$ cat src/rtl/mlp_pkg.sv
// Shared definitions for the MLP training sequencer: Q8.8 type, fixed-point
// constants and the sequencer state encoding.
package mlp_pkg;

   typedef logic signed [15:0] q8_8_t;

   localparam logic [15:0] ONE  = 16'h0100;
   localparam logic [15:0] HALF = 16'h0080;

   typedef enum logic [2:0] {
      IDLE    = 3'd0,
      TRAIN   = 3'd1,
      SETTLE  = 3'd2,
      TEST    = 3'd3,
      CAPTURE = 3'd4
   } state_e;

endpackage

$ cat src/rtl/mlp_sample_mem.sv
// Training sample storage: DEPTH entries of {x1, x2, y}, one synchronous
// write port and one combinational read port.
module mlp_sample_mem #(
   parameter  int DEPTH = 16,
   parameter  int WIDTH = 48,
   localparam int AW    = $clog2(DEPTH)
) (
   input  logic             clk,
   input  logic             we,
   input  logic [AW-1:0]    waddr,
   input  logic [WIDTH-1:0] wdata,
   input  logic [AW-1:0]    raddr,
   output logic [WIDTH-1:0] rdata
);

   logic [WIDTH-1:0] mem_q [DEPTH];

   // NOTE: storage has no reset; entries are only read after being written,
   // and leaving it unreset lets synthesis map it onto plain RAM cells.
   always_ff @(posedge clk) begin
      if (we) begin
         mem_q[waddr] <= wdata;
      end
   end

   assign rdata = mem_q[raddr];

endmodule

$ cat src/rtl/mlp_train_sequencer.sv
// Streams the stored sample set to a downstream MLP for a number of epochs,
// then applies one test vector and captures the network's response.
module mlp_train_sequencer
   import mlp_pkg::*;
#(
   parameter  int DEPTH = 16,
   parameter  int DW    = 16,
   localparam int AW    = $clog2(DEPTH),
   localparam int CW    = AW + 1
) (
   input  logic          clk,
   input  logic          rst_n,
   input  logic          clear,
   input  logic          load_valid,
   output logic          load_ready,
   input  logic [DW-1:0] load_x1,
   input  logic [DW-1:0] load_x2,
   input  logic [DW-1:0] load_y,
   input  logic          start,
   input  logic [15:0]   epochs,
   input  logic [DW-1:0] test_x1,
   input  logic [DW-1:0] test_x2,
   output logic          train,
   output logic [DW-1:0] x1,
   output logic [DW-1:0] x2,
   output logic [DW-1:0] y_target,
   input  logic [DW-1:0] y_in,
   output logic          busy,
   output logic          done,
   output logic [DW-1:0] result,
   output logic          result_class,
   output logic [CW-1:0] count
);

   localparam logic [CW-1:0]        DEPTH_C = CW'(DEPTH);
   localparam logic signed [DW-1:0] HALF_DW = DW'(HALF);

   state_e        state_q, state_d;
   logic [CW-1:0] count_q, count_d;
   logic [AW-1:0] idx_q, idx_d;
   logic [15:0]   epoch_q, epoch_d;
   logic [15:0]   epochs_q, epochs_d;
   logic [DW-1:0] tx1_q, tx1_d;
   logic [DW-1:0] tx2_q, tx2_d;
   logic [DW-1:0] result_q, result_d;
   logic          class_q, class_d;

   logic            mem_we;
   logic [3*DW-1:0] mem_wdata;
   logic [3*DW-1:0] mem_rdata;
   logic [16:0]     epoch_inc;
   logic            last_idx;

   assign mem_wdata = {load_x1, load_x2, load_y};

   mlp_sample_mem #(
      .DEPTH (DEPTH),
      .WIDTH (3 * DW)
   ) u_mem (
      .clk   (clk),
      .we    (mem_we),
      .waddr (count_q[AW-1:0]),
      .wdata (mem_wdata),
      .raddr (idx_q),
      .rdata (mem_rdata)
   );

   // Epoch arithmetic is one bit wider so epochs=0xFFFF terminates cleanly.
   assign epoch_inc = {1'b0, epoch_q} + 17'd1;
   assign last_idx  = ({1'b0, idx_q} == (count_q - 1'b1));

   // NOTE: every output and _d signal gets a default before the case so no
   // path through the block leaves a value unassigned and infers a latch.
   always_comb begin
      state_d    = state_q;
      count_d    = count_q;
      idx_d      = idx_q;
      epoch_d    = epoch_q;
      epochs_d   = epochs_q;
      tx1_d      = tx1_q;
      tx2_d      = tx2_q;
      result_d   = result_q;
      class_d    = class_q;
      mem_we     = 1'b0;
      load_ready = (state_q == IDLE) && (count_q < DEPTH_C);
      train      = 1'b0;
      x1         = '0;
      x2         = '0;
      y_target   = '0;
      busy       = (state_q != IDLE);
      done       = 1'b0;

      unique case (state_q)
         IDLE: begin
            // clear beats load, and any load request suppresses start.
            if (clear) begin
               count_d = '0;
            end else if (load_valid) begin
               if (load_ready) begin
                  mem_we  = 1'b1;
                  count_d = count_q + 1'b1;
               end
            end else if (start) begin
               epochs_d = epochs;
               tx1_d    = test_x1;
               tx2_d    = test_x2;
               idx_d    = '0;
               epoch_d  = '0;
               if ((count_q != '0) && (epochs != 16'd0)) begin
                  state_d = TRAIN;
               end else begin
                  state_d = SETTLE;
               end
            end
         end

         TRAIN: begin
            train    = 1'b1;
            x1       = mem_rdata[3*DW-1:2*DW];
            x2       = mem_rdata[2*DW-1:DW];
            y_target = mem_rdata[DW-1:0];
            if (last_idx) begin
               idx_d   = '0;
               epoch_d = epoch_inc[15:0];
               if (epoch_inc == {1'b0, epochs_q}) begin
                  epoch_d = '0;
                  state_d = SETTLE;
               end
            end else begin
               idx_d = idx_q + 1'b1;
            end
         end

         SETTLE: begin
            state_d = TEST;
         end

         TEST: begin
            x1       = tx1_q;
            x2       = tx2_q;
            result_d = y_in;
            class_d  = ($signed(y_in) > HALF_DW);
            state_d  = CAPTURE;
         end

         CAPTURE: begin
            done    = 1'b1;
            state_d = IDLE;
         end

         default: begin
            state_d = IDLE;
         end
      endcase
   end

   // NOTE: sequential state uses non-blocking assignments only, so every
   // flop samples the pre-edge value of the others.
   always_ff @(posedge clk) begin
      if (!rst_n) begin
         state_q  <= IDLE;
         count_q  <= '0;
         idx_q    <= '0;
         epoch_q  <= '0;
         epochs_q <= '0;
         tx1_q    <= '0;
         tx2_q    <= '0;
         result_q <= '0;
         class_q  <= 1'b0;
      end else begin
         state_q  <= state_d;
         count_q  <= count_d;
         idx_q    <= idx_d;
         epoch_q  <= epoch_d;
         epochs_q <= epochs_d;
         tx1_q    <= tx1_d;
         tx2_q    <= tx2_d;
         result_q <= result_d;
         class_q  <= class_d;
      end
   end

   assign count        = count_q;
   assign result       = result_q;
   assign result_class = class_q;

endmodule

$ cat config.mk
export PLATFORM = sky130hd
export DESIGN_NAME = mlp_train_sequencer
export DESIGN_NICKNAME = d
export VERILOG_FILES = /design/src/rtl/mlp_pkg.sv /design/src/rtl/mlp_sample_mem.sv /design/src/rtl/mlp_train_sequencer.sv
export SDC_FILE = /design/constraint.sdc
export NUM_CORES = 1
export LEC_CHECK = 0
export CAP_MARGIN = 20
export CORE_MARGIN = 4
export CORE_UTILIZATION = 40
export DETAILED_ROUTE_END_ITERATION = 12
export PLACE_DENSITY = 0.55
export SYNTH_ARGS = -nofsm -noshare
export SYNTH_HDL_FRONTEND = slang
export SYNTH_HIERARCHICAL = 1
export SYNTH_SLANG_ARGS = --single-unit
$ cat constraint.sdc
create_clock -name clk -period 7.4 [get_ports clk]
set_input_delay 1.11 -clock clk [delete_from_list [all_inputs] [get_ports clk]]
set_output_delay 1.11 -clock clk [all_outputs]
set_load 0.01 [all_outputs]
==> results of run 1 <==
==> cells by family after synthesis <==
group,count (synthesis)
simple gates,355
mux,192
fa+ha+maj,4
xor+xnor,34
buf+inv,122
flops,861
compound gates,236
==> layout make-up <==
| type | instances | share of cell area, % |
|---|---|---|
| diodes | 4 | 0.0252 |
| repair buffers | 225 | 5.57 |
| multi-input cells | 821 | 20.9 |
| clock inverters | 53 | 1.10 |
| clock buffers | 113 | 6.10 |
| flip-flops and latches | 861 | 62.8 |
| well taps | 1080 | 3.41 |
| inverters | 12 | 0.114 |
==> state kept, by name, summed over array words and instances, names as in the netlist <==
signal	cells
result	16
epoch_q	16
epochs_q	16
state_q	3
idx_q	4
u_mem/mem_q	768
result_class	1
tx1_q	16
count	5
tx2_q	16
==> worst paths after layout <==
check / startpoint / end / slack [ns] / depth (start not counted)
hold / removal: tx2_q[13]$_SDFFE_PN0P_ / tx2_q[13]$_SDFFE_PN0P_ / 0.46 / 2
hold reg to reg: tx2_q[13]$_SDFFE_PN0P_ / tx2_q[13]$_SDFFE_PN0P_ / 0.46 / 2
setup / recovery: idx_q[1]$_SDFFE_PN0P_ / x2[6] / 2.33 / 6
setup reg to reg: state_q[0]$_SDFFE_PN0P_ / u_mem/mem_q[2][37]$_DFFE_PP_ / 3.20 / 7
==> where the power goes <==
part | switching [mW] | total [mW] | internal (mW)
Sequential | 0.0300 | 5.36 | 5.33
Combinational | 0.264 | 0.517 | 0.253
Clock | 1.83 | 4.36 | 2.53
==> worst register-to-register path, stage by stage, from the launching register on <==
cell and delay, ns:
dfxtp_1 0.66, nor3_1 0.47, inv_1 0.19, nor2_1 0.17, and3_1 0.37, or3b_2 0.60
nor2_4 0.68, buf_4 0.67
==> cell usage in the layout, fill, tap and decap left out, types with 8 or more instances in the layout <==
cell / n
mux4_2: 192
clkinv_1: 22
a21boi_0: 64
clkinv_2: 15
a22o_1: 32
nand2_1: 202
dfxtp_1: 91
xnor2_1: 21
and3_1: 21
inv_1: 12
xor2_1: 12
buf_4: 31
a22oi_1: 96
nor3b_1: 8
nor2_1: 22
o21ai_0: 11
clkbuf_1: 17
nor2_4: 14
nand3_1: 19
clkbuf_16: 92
edfxtp_1: 768
clkdlybuf4s50_1: 189
nand4_1: 10
nor4_1: 10
==> per-layer routing <==
layer | up-vias | global-route usage, % | wire (µm)
met5 | - | 0 | 36
met4 | 4 | 4.88 | 1700
met3 | 125 | 3.15 | 4870
met2 | 527 | 31.0 | 40600
met1 | 9424 | 25.8 | 36200
li1 | 7709 | - | -
==> through the flow <==
step,cells,power (mW),util (%)
5_1_grt,3166,10.6,47.6
4_1_cts,3164,10.4,47.5
2_1_floorplan,1804,5.76,-
3_3_place_gp,2998,5.98,44.1
3_5_place_dp,2998,5.99,44.1
6_report,3169,10.2,47.6
==> qor.yml, run 1 <==
outcome:
  status: "completed"
pwr:
  p_leak_nw: 12.2
  power_density_mw_per_mm2: 258
  ir_worst_vdd_v: 0.000161
logic_synthesis:
  synth_nets: 1925
  synth_top_area_share_pct: 68.6
  synth_most_common_cell: "edfxtp_1"
  avgSynthCellArea_um2: 18.6
  ys_warn_count: 6
  synth_common_cells: "edfxtp_1 (768), nand2_1 (203), mux4_2 (192), a22oi_1 (96), dfxtp_1 (93)"
  synth_ff_type: "edfxtp_1"
  synth_mux_area_share_pct: 12.9
  synth_compound_area_share_pct: 5.36
  synth_top_family_by_area: "multiplexers"
  synth-edff-count: 768
  syn-cell-area_mm2: 0.0336
  synth.distinct_cells: 55
  ys_async_sr_fraction_pct: 0
  synth_area_leaders: "edfxtp_1 (69%), mux4_2 (13%), dfxtp_1 (5.5%)"
  synth_xor_area_share_pct: 0.927
  yosysSeqAreaShare_pct: 74.2
  yosysTopAreaCell: "edfxtp_1"
  synth_seq_cells: 861
  synthSimpleGateAreaFrac_pct: 4.88
  synth_fa_ha_area_share_pct: 0.149
  netlist_instances: 1804
worst_setup_path:
  crit_chain: "buf_4, mux4_2, a22oi_1, nand2_1, a22o_1, clkdlybuf4s50_1"
  critical_path_arrival_ns: 3.96
  cpMaxStageDelayCell: "dfxtp_4"
  critPathKind: "flop to primary output"
  end_kind: "primary output"
  slowest_delay_ns: 0.91
  worst_ep_required_time_ns: 6.29
  cp_top_family: "buffers and inverters"
  worst-path-max-fanout: 55
  critPathBufInv: 2
  start_kind: "flop"
grt:
  antenna_found_initial: 5
  gr-total-overflow: 0
  grt_pass1_vias: 18500
  grt_pass1_wl_um: 124000
  grt_max_degree: 93
  grt_use_total_pct: 18.7
finish:
  syn2layout_area_growth_pct: 18.1
  multi_input_area_mm2: 0.00828
  fin_nets: 2132
  fillers: 6909
  seqCellArea_mm2: 0.0249
  design_area_mm2: 0.0397
  drive_gt1_share_pct: 18.7
floorplan:
  design.portCount: 191
  die_area_mm2: 0.0887
  coreArea_mm2: 0.0834
  die_y_um: 298
  rows: 106
  initial_core_util_pct: 40.3
  dieWidth_um: 298
drt:
  drt_iter0_markers: 1491
  postRouteAntennaNets: 0
  num_vias: 17800
  drc_errors: 0
  wl_per_cell_um: 26.3
  dr.pass1.iters: 5
  drt_wl_total_um: 83400
  detail_route.vias_per_cell: 5.61
clock_tree:
  cts_tree: "built"
  hold_buffers: 0
  ctsResizeCount: 0
  clock-sinks: 861
  cts_root_buf: "clkbuf_16"
  clock_latency_ns: 0.64
  clk_pin_slew_ns: 0.06
  clock_path_buffers: 3
  h-tree-depth: 3
  cts_buffers: 90
  post_cts_buffers: 0
placed_design:
  hpwl_um: 44100
  numPortBuffers: 190
  placed_cell_area_mm2: 0.0368
  place.gp.congestion: 0.801
  place_ws_ns: 2.97
timing:
  rsz0062_at_grt: "false"
  setup_tns_ns: 0
  holdWs_ns: 0.462
  final.setup.worst_slack_ns: 2.33
  fmax_mhz: 197
  setup_viol: 0
  slew_viol_final: 0
  fin_crit_sh_pct: 68.5
  worst_pin_slew_ns: 1.11
  skew_ns: 0.0211
  max_slew_margin_pct: 25.6
  hold_viol_final: 0
  fin_crit_ns: 5.07
worst_hold_path:
  hold_class: "flop to flop"
job:
  maxCapViolCount: 0
Note: power is estimated with default switching activity, not from simulation.
==> inputs of run 2 (changes only) <==
--- a/config.mk
+++ b/config.mk
@@ -9,7 +9,7 @@
 export CORE_MARGIN = 4
 export CORE_UTILIZATION = 40
 export DETAILED_ROUTE_END_ITERATION = 12
-export PLACE_DENSITY = 0.55
+export PLACE_DENSITY = 0.57
 export SYNTH_ARGS = -nofsm -noshare
 export SYNTH_HDL_FRONTEND = slang
 export SYNTH_HIERARCHICAL = 1
==> constraint.sdc (replaced) <==
create_clock -name clk -period 4.1 [get_ports clk]
set_input_delay 0.615 -clock clk [delete_from_list [all_inputs] [get_ports clk]]
set_output_delay 0.615 -clock clk [all_outputs]
set_load 0.01 [all_outputs]
==> run 2 against run 1 <==
  * Power is 85% higher
  * Die area stayed put
  * Clock skew is 0.0025 ns higher
  * First-iteration DRC count is 2.0% higher
  * Largest cell class unchanged
  * Non-clock buffer count is 29 higher
  * Critical endpoint is now x1[1]
  * Sequential power is 80% higher
  * Critical path depth stayed put
==> qor.yml, run 2 (synthesized netlist as in run 1, its figures left out) <==
outcome:
  status: "completed"
finish:
  largest_reg_flops: 768
  fillers: 6794
  regMostFlops: "u_mem/mem_q"
  fin_nets: 2162
  layout_common_cells: "edfxtp_1 (768), nand2_1 (202), mux4_2 (192)"
  layout_commonest_cell: "edfxtp_1"
  postLayoutCoreUtil_pct: 48.6
  syn2layout_area_growth_pct: 20.8
  drive_gt1_share_pct: 20.0
timing:
  fin_crit_ns: 3.89
  fin_crit_sh_pct: 94.8
  setup_viol: 0
  skew_ns: 0.0236
  max_slew_margin_pct: 37.2
  rsz0062_at_grt: "false"
  setup_tns_ns: 0
  hold_viol_final: 0
  slew_viol_final: 0
  worst_pin_slew_ns: 0.940
  fmax_mhz: 257
worst_setup_path:
  critPathKind: "flop to primary output"
  end_kind: "primary output"
  critPathLaunch: "idx_q[0]$_SDFFE_PN0P_"
  critical_path_arrival_ns: 3.27
  worst-path-max-fanout: 32
  start_kind: "flop"
  worst_ep_required_time_ns: 3.48
  r2r_start: "epoch_q[0]$_SDFFE_PN0P_"
drt:
  drt_iter0_markers: 1521
  dr.pass1.iters: 5
  drt_wl_total_um: 84300
  wl_per_cell_um: 26.4
  postRouteAntennaNets: 0
  num_vias: 18000
  drc_errors: 0
  detail_route.vias_per_cell: 5.63
floorplan:
  rows: 106
  coreArea_mm2: 0.0834
  die_area_mm2: 0.0887
  die_y_um: 298
  design.portCount: 191
  dieWidth_um: 298
  initial_core_util_pct: 40.3
pwr:
  power_density_mw_per_mm2: 467
  p_leak_nw: 12.5
  total_power_mw: 19.0
  ir_worst_vdd_v: 0.000343
clock_tree:
  cts_tree: "built"
  clock_path_buffers: 3
  h-tree-depth: 3
  clock_latency_ns: 0.64
  cts_root_buf: "clkbuf_16"
  clk_pin_slew_ns: 0.06
  clock-sinks: 861
  hold_buffers: 0
  cts_buffers: 91
grt:
  gr-total-overflow: 0
  grt_pass1_wl_um: 124000
  grt_use_total_pct: 18.8
  grt_max_degree: 61
  antenna_found_initial: 6
  grt_pass1_vias: 18400
placed_design:
  numPortBuffers: 190
  hpwl_um: 46700
  place.gp.congestion: 0.803
job:
  maxCapViolCount: 0
worst_hold_path:
  hold_class: "input pin to flop"
  min_from: "rst_n"
run 2: cell count changes in the layout (fill, tap and decap cells not counted), sizes merged:
cell / change
buf: +29
bufinv: +7
clkinv: -7
clkbuf: +3
diode: -2
inv: -2
run 2: critical path, stage by stage (launching register included):
cell and delay [ns]:
dfxtp_4 0.58, buf_12 0.32, mux4_2 0.54, a22oi_1 0.21, nand2_1 0.24, a22o_1 0.27
clkdlybuf4s50_1 0.47
run 2: power breakdown:
part           switching [mW]  total (mW)  internal (mW)
clock network            3.35        8.34           4.99
logic                   0.504       0.985          0.481
registers              0.0341        9.65           9.61
run 2: final timing paths:
check,to,slack (ns),cells past startpoint
setup / recovery,x1[1],0.21,6
hold / removal,epoch_q[4]$_SDFFE_PN0P_,0.38,3
setup reg to reg,state_q[1]$_SDFFE_PN0P_,0.81,8
hold reg to reg,tx2_q[15]$_SDFFE_PN0P_,0.46,2
run 2: stage by stage:
| stage | std cells | worst slack [ns] | instance area, µm² | hold slack, ns |
|---|---|---|---|---|
| 4_1_cts | 3194 | 0.0446 | 40500 | 0.347 |
| 3_5_place_dp | 3027 | 0.733 | 37500 | 0.457 |
| 2_1_floorplan | 1804 | -0.254 | 33600 | 0.443 |
| 5_1_grt | 3195 | 0.0497 | 40600 | 0.377 |
| 3_3_place_gp | 3027 | 0.706 | 37500 | 0.453 |
| 6_report | 3197 | 0.215 | 40600 | 0.380 |
run 2: area by class of cell:
class	count	area [µm²]	area share, %
Multi-Input combinational cell	821	8300	20.5
Clock inverter	51	654	1.61
Inverter	12	45.0	0.111
Antenna cell	2	5.00	0.0123
Sequential cell	861	24900	61.4
Tap cell	1080	1350	3.33
Clock buffer	116	2400	5.92
Timing Repair Buffer	254	2890	7.13
run 2: what timing repair did:
item / 4_1_cts / 5_1_grt
resized for setup: 0 / 2
buffers inserted: 0 / 1
setup endpoints to repair: 0 / 22
run 2: metal layers:
metal	vias up	track usage, %	wire length, µm	share of wire, %
li1	7796	-	-	-
met1	9501	26.8	36800	44
met2	593	30.5	40700	48
met3	90	3.63	5640	6.7
met4	8	3.97	1160	1.4
met5	-	0	48	0.057
==> inputs of run 3 (changes only) <==
--- a/config.mk
+++ b/config.mk
@@ -8,6 +8,7 @@
 export CAP_MARGIN = 20
 export CORE_MARGIN = 4
 export CORE_UTILIZATION = 40
+export CTS_BUF_LIST = sky130_fd_sc_hd__clkbuf_16
 export DETAILED_ROUTE_END_ITERATION = 12
 export PLACE_DENSITY = 0.57
 export SYNTH_ARGS = -nofsm -noshare
==> run 3 against run 2 <==
  * Combinational power about the same
  * Via count decreased by 0.14%
  * Utilization about the same
  * Routed wire length about the same
  * Clock skew increased by 0.0055 ns
  * Die area unchanged
  * Largest power group unchanged
==> qor.yml, run 3 (synthesized netlist as in run 1, its figures left out) <==
worst_hold_path:
  min_from: "rst_n"
  hold_end: "epoch_q[4]$_SDFFE_PN0P_"
  hold_class: "input pin to flop"
  holdPathStages: 3
finish:
  fin_nets: 2162
  seqCellArea_mm2: 0.0249
  syn2layout_area_growth_pct: 20.7
  drive_gt1_share_pct: 20.0
  multi_input_area_mm2: 0.00830
  layout_common_cells: "edfxtp_1 (768), nand2_1 (202), mux4_2 (192)"
  fillers: 6800
  regMostFlops: "u_mem/mem_q"
  layout_commonest_cell: "edfxtp_1"
  finalNonFillerCells: 3197
  largest_reg_flops: 768
floorplan:
  initial_core_util_pct: 40.3
  coreArea_mm2: 0.0834
  rows: 106
  die_area_mm2: 0.0887
  design.portCount: 191
  die_y_um: 298
  dieWidth_um: 298
timing:
  final.setup.worst_slack_ns: 0.198
  holdWs_ns: 0.377
  fin_crit_sh_pct: 95.2
  fin_crit_ns: 3.90
  rsz0062_at_grt: "false"
  skew_ns: 0.0291
  worst_pin_slew_ns: 0.939
  setup_viol: 0
  fmax_mhz: 256
  hold_viol_final: 0
  setup_tns_ns: 0
  max_slew_margin_pct: 37.2
  slew_viol_final: 0
drt:
  drt_iter0_markers: 1473
  drt_wl_total_um: 84300
  drc_errors: 0
  detail_route.vias_per_cell: 5.62
  num_vias: 18000
  postRouteAntennaNets: 0
  dr.pass1.iters: 5
  wl_per_cell_um: 26.4
job:
  maxCapViolCount: 0
pwr:
  p_int_mw: 15.0
  seqPwrFrac_pct: 51.1
  p_leak_nw: 12.6
  p_sw_mw: 3.90
  total_power_mw: 18.9
  p_comb_share_pct: 5.2
  power_switching_share_pct: 20.7
  power_density_mw_per_mm2: 465
  ir_worst_vdd_v: 0.000344
  clkPwrFrac_pct: 43.6
grt:
  grt_max_degree: 61
  grt_pass1_wl_um: 124000
  grt_pass1_vias: 18500
  gr-total-overflow: 0
  antenna_found_initial: 6
  grt_use_total_pct: 18.8
clock_tree:
  cts_buffers: 91
  clock_path_buffers: 3
  clock_latency_ns: 0.64
  cts_tree: "built"
  clock-sinks: 861
  h-tree-depth: 3
  clk_pin_slew_ns: 0.06
  cts_root_buf: "clkbuf_16"
worst_setup_path:
  regToRegEndpoint: "u_mem/mem_q[1][15]$_DFFE_PP_"
  critical_path_arrival_ns: 3.29
  worst-path-max-fanout: 32
  reg2reg_depth: 7
  rrSetupSlack_ns: 0.80
  worst_ep_required_time_ns: 3.48
  start_kind: "flop"
  end_kind: "primary output"
  r2r_start: "state_q[2]$_SDFFE_PN0P_"
  critPathKind: "flop to primary output"
placed_design:
  place_ws_ns: 0.733
  place.gp.congestion: 0.803
  numPortBuffers: 190
  placedCellCount: 3027
  hpwl_um: 46700
outcome:
  status: "completed"
==> run 3: per-layer routing <==
metal	vias to the layer above	share of wire (%)	wire [µm]	track usage [%]
met5	-	0.057	48	0
met4	8	1.3	1140	3.98
met3	92	6.6	5530	3.66
met2	560	48	40500	30.5
met1	9509	44	37100	26.7
li1	7793	-	-	-
==> run 3: repair_timing <==
action                                  CTS  global route
buffers inserted                          0             1
hold buffers                              0             0
gates resized for setup                   0             2
endpoints found under the setup margin    0            22
==> run 3: worst max path at each step <==
stage	start	end	slack (ns)	cells past startpoint
final	idx_q[0]$_SDFFE_PN0P_	x1[1]	0.20	6
after detailed placement	idx_q[0]$_SDFFE_PN0P_	x1[4]	0.73	6
after floorplan	state_q[2]$_SDFFE_PN0P_	u_mem/mem_q[1][0]$_DFFE_PP_	-0.25	7
after CTS	idx_q[0]$_SDFFE_PN0P_	x1[4]	0.04	6
after global routing	idx_q[0]$_SDFFE_PN0P_	x1[4]	0.05	6
after global placement	idx_q[0]$_SDFFE_PN0P_	x1[4]	0.71	6
==> run 3: through the flow <==
| stage | cell area, µm² | util [%] |
|---|---|---|
| 6_report | 40600 | 48.6 |
| 3_5_place_dp | 37500 | 44.9 |
| 2_1_floorplan | 33600 | - |
| 5_1_grt | 40500 | 48.6 |
| 4_1_cts | 40500 | 48.6 |
| 3_3_place_gp | 37500 | 44.9 |
==> run 3: critical path: stages (launching register included) <==
cell and delay, ns:
dfxtp_4 0.58, buf_12 0.32, mux4_2 0.54, a22oi_1 0.21, nand2_1 0.24, a22o_1 0.27
clkdlybuf4s50_1 0.48
==> run 3: layout make-up <==
cell class / instances / share of cell area [%]
multi-input cells: 821 / 20.5
diodes: 2 / 0.0123
clock buffers: 91 / 5.62
flip-flops and latches: 861 / 61.5
inverters: 12 / 0.111
well taps: 1080 / 3.33
clock inverters: 76 / 1.85
repair buffers: 254 / 7.13
==> run 3: power by group through the flow <==
stage | logic [mW] | clock network, mW | registers (mW)
after global placement | 0.973 | 0 | 9.83
after CTS | 0.992 | 8.42 | 9.65
after global routing | 1.07 | 8.81 | 9.65
final | 0.985 | 8.23 | 9.65
after floorplan | 0.566 | 0 | 9.82
after detailed placement | 0.990 | 0 | 9.84
